$ cat src/rtl/fcore_alu_pkg.sv
// Shared opcode and flag definitions for the fcore pipelined ALU.
package fcore_alu_pkg;

  typedef enum logic [3:0] {
    ALU_ADD    = 4'd0,
    ALU_SUB    = 4'd1,
    ALU_AND    = 4'd2,
    ALU_OR     = 4'd3,
    ALU_XOR    = 4'd4,
    ALU_SHL    = 4'd5,
    ALU_SHR    = 4'd6,
    ALU_CMP_GT = 4'd7
  } alu_op_t;

  localparam int unsigned FLAG_ZERO  = 0;
  localparam int unsigned FLAG_NEG   = 1;
  localparam int unsigned FLAG_CARRY = 2;
  localparam int unsigned FLAG_OVF   = 3;

  localparam logic [3:0] FLAGS_RESERVED = 4'b0001;

endpackage

$ cat src/rtl/alu_operand_join.sv
// Per-operand holding slots; pairs operands in arrival order and qualifies the join.
module alu_operand_join #(
  parameter int unsigned DATA_WIDTH = 32
) (
  input  logic                  clock,
  input  logic                  reset,
  input  logic [DATA_WIDTH-1:0] a_data,
  input  logic                  a_valid,
  output logic                  a_ready,
  input  logic [DATA_WIDTH-1:0] b_data,
  input  logic                  b_valid,
  output logic                  b_ready,
  input  logic                  stall,
  output logic                  join_fire,
  output logic [DATA_WIDTH-1:0] hold_a_data,
  output logic [DATA_WIDTH-1:0] hold_b_data
);

  logic                  hold_a_valid_q, hold_a_valid_d;
  logic                  hold_b_valid_q, hold_b_valid_d;
  logic [DATA_WIDTH-1:0] hold_a_data_q, hold_a_data_d;
  logic [DATA_WIDTH-1:0] hold_b_data_q, hold_b_data_d;
  logic                  a_hs, b_hs;

  // A slot draining through the join may accept a new operand in the same cycle.
  always_comb begin
    join_fire      = hold_a_valid_q && hold_b_valid_q && !stall;
    a_ready        = !hold_a_valid_q || join_fire;
    b_ready        = !hold_b_valid_q || join_fire;
    a_hs           = a_valid && a_ready;
    b_hs           = b_valid && b_ready;
    hold_a_valid_d = a_hs || (hold_a_valid_q && !join_fire);
    hold_b_valid_d = b_hs || (hold_b_valid_q && !join_fire);
    hold_a_data_d  = a_hs ? a_data : hold_a_data_q;
    hold_b_data_d  = b_hs ? b_data : hold_b_data_q;
  end

  always_ff @(posedge clock) begin
    if (reset) begin
      hold_a_valid_q <= 1'b0;
      hold_b_valid_q <= 1'b0;
      hold_a_data_q  <= '0;
      hold_b_data_q  <= '0;
    end else begin
      hold_a_valid_q <= hold_a_valid_d;
      hold_b_valid_q <= hold_b_valid_d;
      hold_a_data_q  <= hold_a_data_d;
      hold_b_data_q  <= hold_b_data_d;
    end
  end

  assign hold_a_data = hold_a_data_q;
  assign hold_b_data = hold_b_data_q;

endmodule

$ cat src/rtl/pipelined_alu.sv
// Pipelined ALU: joins two operand streams, executes, and carries result and flags
// through STAGES valid-tagged registers with full backpressure.
module pipelined_alu
  import fcore_alu_pkg::*;
#(
  parameter int unsigned DATA_WIDTH = 32,
  parameter int unsigned STAGES     = 1,
  parameter bit          SATURATE   = 1'b0
) (
  input  logic                  clock,
  input  logic                  reset,
  input  logic [DATA_WIDTH-1:0] operand_a_data,
  input  logic                  operand_a_valid,
  output logic                  operand_a_ready,
  input  logic [DATA_WIDTH-1:0] operand_b_data,
  input  logic                  operand_b_valid,
  output logic                  operand_b_ready,
  input  logic [3:0]            operation,
  output logic [DATA_WIDTH-1:0] result_data,
  output logic                  result_valid,
  input  logic                  result_ready,
  output logic [3:0]            flags
);

  localparam int unsigned   W    = DATA_WIDTH;
  localparam int unsigned   SHW  = $clog2(DATA_WIDTH);
  localparam logic [W-1:0]  SMAX = {1'b0, {(W-1){1'b1}}};
  localparam logic [W-1:0]  SMIN = {1'b1, {(W-1){1'b0}}};

  logic          stall;
  logic          join_fire;
  logic [W-1:0]  op_a, op_b;

  alu_operand_join #(
    .DATA_WIDTH(DATA_WIDTH)
  ) u_join (
    .clock      (clock),
    .reset      (reset),
    .a_data     (operand_a_data),
    .a_valid    (operand_a_valid),
    .a_ready    (operand_a_ready),
    .b_data     (operand_b_data),
    .b_valid    (operand_b_valid),
    .b_ready    (operand_b_ready),
    .stall      (stall),
    .join_fire  (join_fire),
    .hold_a_data(op_a),
    .hold_b_data(op_b)
  );

  logic [W:0]    sum_w, diff_w;
  logic [W-1:0]  exec_res;
  logic [3:0]    exec_flags;
  logic          ovf, carry, reserved;

  always_comb begin
    sum_w    = {1'b0, op_a} + {1'b0, op_b};
    diff_w   = {1'b0, op_a} - {1'b0, op_b};
    exec_res = '0;
    ovf      = 1'b0;
    carry    = 1'b0;
    reserved = 1'b0;
    case (operation)
      ALU_ADD: begin
        exec_res = sum_w[W-1:0];
        carry    = sum_w[W];
        ovf      = (op_a[W-1] == op_b[W-1]) && (sum_w[W-1] != op_a[W-1]);
      end
      ALU_SUB: begin
        exec_res = diff_w[W-1:0];
        carry    = diff_w[W];
        ovf      = (op_a[W-1] != op_b[W-1]) && (diff_w[W-1] != op_a[W-1]);
      end
      ALU_AND:    exec_res = op_a & op_b;
      ALU_OR:     exec_res = op_a | op_b;
      ALU_XOR:    exec_res = op_a ^ op_b;
      ALU_SHL:    exec_res = op_a << op_b[SHW-1:0];
      ALU_SHR:    exec_res = $signed(op_a) >>> op_b[SHW-1:0];
      ALU_CMP_GT: exec_res[0] = $signed(op_a) > $signed(op_b);
      default:    reserved = 1'b1;
    endcase
    // On ADD/SUB overflow the true result always carries the sign of operand a.
    if (SATURATE && ovf) exec_res = op_a[W-1] ? SMIN : SMAX;
    exec_flags             = '0;
    exec_flags[FLAG_OVF]   = ovf;
    exec_flags[FLAG_CARRY] = carry;
    exec_flags[FLAG_NEG]   = exec_res[W-1];
    exec_flags[FLAG_ZERO]  = (exec_res == '0);
    if (reserved) exec_flags = FLAGS_RESERVED;
  end

  logic [STAGES-1:0] vld_q, vld_d;
  logic [W-1:0]      dat_q [STAGES];
  logic [W-1:0]      dat_d [STAGES];
  logic [3:0]        flg_q [STAGES];
  logic [3:0]        flg_d [STAGES];

  assign stall = vld_q[STAGES-1] && !result_ready;

  // Bubbles shift with the valids; payload only moves with a valid so the
  // last stage's data and flags hold across bubbles.
  always_comb begin
    vld_d = vld_q;
    dat_d = dat_q;
    flg_d = flg_q;
    if (!stall) begin
      vld_d[0] = join_fire;
      if (join_fire) begin
        dat_d[0] = exec_res;
        flg_d[0] = exec_flags;
      end
      for (int unsigned i = 1; i < STAGES; i++) begin
        vld_d[i] = vld_q[i-1];
        if (vld_q[i-1]) begin
          dat_d[i] = dat_q[i-1];
          flg_d[i] = flg_q[i-1];
        end
      end
    end
  end

  always_ff @(posedge clock) begin
    if (reset) begin
      vld_q <= '0;
      for (int unsigned i = 0; i < STAGES; i++) begin
        dat_q[i] <= '0;
        flg_q[i] <= '0;
      end
    end else begin
      vld_q <= vld_d;
      dat_q <= dat_d;
      flg_q <= flg_d;
    end
  end

  assign result_valid = vld_q[STAGES-1];
  assign result_data  = dat_q[STAGES-1];
  assign flags        = flg_q[STAGES-1];

endmodule

$ cat config.mk
export PLATFORM = sky130hd
export DESIGN_NAME = pipelined_alu
export DESIGN_NICKNAME = d
export VERILOG_FILES = /design/src/rtl/fcore_alu_pkg.sv /design/src/rtl/alu_operand_join.sv /design/src/rtl/pipelined_alu.sv
export SDC_FILE = /design/constraint.sdc
export NUM_CORES = 1
export LEC_CHECK = 0
export ABC_AREA = 1
export CAP_MARGIN = 10
export CORE_MARGIN = 3
export CORE_UTILIZATION = 35
export CTS_BUF_LIST = sky130_fd_sc_hd__clkbuf_4 sky130_fd_sc_hd__clkbuf_8
export CTS_CLUSTER_DIAMETER = 200
export CTS_CLUSTER_SIZE = 14
export DETAILED_ROUTE_END_ITERATION = 16
export GPL_ROUTABILITY_DRIVEN = 0
export SYNTH_ARGS = -nofsm -noshare
export SYNTH_HDL_FRONTEND = slang
export SYNTH_SLANG_ARGS = --single-unit
$ cat constraint.sdc
create_clock -name clock -period 2.91 [get_ports clock]
set_clock_uncertainty 0.1 [all_clocks]
set_input_delay 0.7275 -clock clock [delete_from_list [all_inputs] [get_ports clock]]
set_output_delay 0.7275 -clock clock [all_outputs]
set_load 0.01 [all_outputs]
==> results.cfg <==
[routing]
vias = 17780
route.detailed.drc = 0
first_iter_violations = 2464
dr.pass1.iters = 6
avgRoutedWirePerCell_um = 19.42
drt_wl_total_um = 62210
via_per_inst = 5.550
ant_nets = 0

[floorplanning]
core_area_um2 = 37840
ioPinCount = 112
dieArea_um2 = 40970
fp.dieW_um = 202.4
die_h_um = 202.4
initial_core_util = 0.3568
num_rows = 71

[synth]
async_flop_share = 0
avgSynthCellArea_um2 = 5.507
synth_edf_count = 0
synth_xor_area_frac = 0.001297
syn_inst = 2452
yosysTopAreaCellShare = 0.1887
synth_nets = 2624
synth_compound_area_frac = 0.1375
synth_common_cells = nand2_1 (637), nand3_1 (509), inv_1 (316)
synth_flop_cell = dfxtp_1
synthSimpleGateAreaFrac = 0.4720
yosysSeqAreaShare = 0.1527
ys_ff_latch = 103
ys_warn_count = 0
synth_top_family_by_area = simple AND/OR/NAND/NOR gates
ys_top_cells_by_area = nand3_1 (19%), nand2_1 (18%), dfxtp_1 (15%)
synth_cell_types = 45
synth-adder-area-share = 0.09285
synth_area_um2 = 13500
yosys.area.top_type = nand3_1
synth_most_common_cell = nand2_1
synth.mux.area_fraction = 0

[power]
p_int_mw = 3.363
clkPwrFrac = 0.163
p_leak_nw = 8.691
combPwrFrac = 0.597
finalPower_mw = 6.566
powerDensity_nw_per_um2 = 383.0
power_frac_seq = 0.240
vdd_ir_drop_max_mv = 0.2152
switching_share = 0.4878
power.switching_mw = 3.203

[run]
maxCapViolCount = 0

[min_path]
min-delay-start = flags[3]$_SDFFE_PP0P_
hold_path_depth = 2
hold_class = flip-flop to flip-flop

[setup_path]
crit_buf_inv = 5
path_cells = clkdlybuf4s50_1 > inv_1 > nor2_1 > buf_4 > nand2_2 > buf_4 > o22ai_1 > a21oi_1 > o21ai_1 > nor2_1 > nand2_1 > inv_1 > nand2_1 > nor2_1 > nand2_1 > nor2_2 > nand3_1 > a21oi_2
crit_path_max_incr_delay_ns = 0.49
r2r-start = u_join.hold_a_data[28]$_SDFFE_PP0P_
cp_num_cells = 18
crit_arrival_ns = 3.10
cp_top_family = buffers and inverters
worst_setup_path_end_kind = flip-flop
crit_path_start = operation[2]
cp.required_ns = 3.19
crit_type = input pin to flip-flop
path_max_fanout = 6
crit_slowest_cell = clkdlybuf4s50_1
start_kind = input pin
rr_worst_depth = 16

[sta]
tightest_slew_ns = 0.7408
fmax_mhz = 355.4
hold_ws_ns = 0.3720
min_period_ns = 2.814
rsz0062_at_grt = yes
setup_ws_ns = 0.09629
hold_viol = 0
setup_viol = 0
slew_violations = 0
tns_ns = 0
period_share = 0.9669
timing.slew.headroom = 0.5061

[final_layout]
num-fill-cells = 4147
final_core_util = 0.4530
drive_above_1_share = 0.1560
layout.nets = 2859
area_growth_pct = 26.95

[run_status]
outcome = complete, no violations

[grt]
antenna_found_initial = 2
grt_overflow_total = 0
grt_pass1_vias = 16480
grt_max_degree = 68
grt_usage = 0.2925
grt_pass1_wl_um = 93630

[place]
dpl_worst_slack_ns = -0.5530
numPortBuffers = 111
dp_hpwl_um = 51060

[cts]
cts_inserted_buffers = 9
cts.sinks = 103
clkTransAtPathRegs_ns = 0.13
clockBufferDepth = 2
cts_hold_repair.buffers = 0
insertion_delay_ns = 0.43
cts_tree = done
htree_levels = 3
root_buffer = clkbuf_8
final cells by class:
| type | instances | area (um2) | area share |
|---|---|---|---|
| Clock buffer | 9 | 123.9 | 0.007226 |
| Clock inverter | 7 | 90.09 | 0.005255 |
| Multi-Input combinational cell | 1885 | 9828 | 0.5734 |
| Timing Repair Buffer | 353 | 3112 | 0.1815 |
| Sequential cell | 103 | 2078 | 0.1212 |
| Antenna cell | 1 | 2.502 | 0.0001460 |
| Tap cell | 511 | 639.4 | 0.03730 |
| Inverter | 335 | 1267 | 0.07394 |
cell usage in the layout, fill, tap and decap left out, types with 25 or more instances in the layout:
master,instances
nand2_1,624
nand3_1,496
inv_1,312
buf_4,227
nor2_1,175
a21oi_1,161
o21ai_0,115
clkdlybuf4s50_1,106
dfxtp_1,96
ha_1,77
nand2_2,40
o22ai_1,28
nand3_2,25
state kept, by name (all words and copies together) (netlist names):
| register | cells |
|---|---|
| flags | 4 |
| result_data | 32 |
| result_valid | 1 |
| u_join.hold_a_data | 32 |
| u_join.hold_a_valid_q | 1 |
| u_join.hold_b_data | 32 |
| u_join.hold_b_valid_q | 1 |
final timing paths:
kind	endpoint	slack, ns
worst max-delay path	flags[0]$_SDFFE_PP0P_	0.1
worst min-delay path	flags[3]$_SDFFE_PP0P_	0.37
worst max register to register	flags[0]$_SDFFE_PP0P_	0.1
worst min register to register	flags[3]$_SDFFE_PP0P_	0.37
power by group through the flow:
stage	sequential, mW	clock (mW)	combinational (mW)
floorplan	1.63	0	2.11
global placement	1.60	0	3.65
detailed placement	1.61	0	3.66
CTS	1.57	1.09	3.67
global route	1.59	1.13	4.23
finish	1.58	1.07	3.92
repair_timing:
action                                  4_1_cts  5_1_grt
pin swaps                                     2       11
buffers inserted                              0        2
endpoints found under the setup margin        4       23
gates resized for setup                       8       99
per-stage QoR:
stage,instances,area [um2]
6_report,3204,17140
5_1_grt,3203,17140
4_1_cts,3201,16780
3_5_place_dp,3185,16550
3_3_place_gp,3185,16550
2_1_floorplan,2452,13500
worst reg2reg max path, stage by stage, from the launching register on:
cell      delay [ns]
dfxtp_1         0.37
inv_1           0.08
ha_1            0.49
inv_1           0.11
o21bai_1        0.41
nand3_1         0.14
nand3_1         0.13
a21oi_2         0.05
nand2_1         0.09
nand2_1         0.05
nand3_1         0.11
nand3_1         0.13
nor2_1          0.12
nand2_1         0.07
nor2_1          0.09
nand3_1         0.10
a21oi_2         0.12
kinds of logic (layout without fill, tap and decap cells):
kind of cell | count (synthesis) | count (layout)
other | 0 | 1
buffers and inverters | 464 | 704
AO/OA/AOI/OAI | 347 | 347
flip-flops | 103 | 103
adder cells (fa/ha/maj) | 99 | 99
XOR/XNOR | 2 | 2
AND/OR/NAND/NOR | 1437 | 1437
metal layers:
| metal | global-route usage | wire (um) |
|---|---|---|
| met1 | 0.3893 | 25680 |
| met2 | 0.4461 | 26360 |
| met3 | 0.05927 | 6528 |
| met4 | 0.1532 | 3638 |
| met5 | 0 | 0 |
Note: power is estimated with default switching activity, not from simulation.
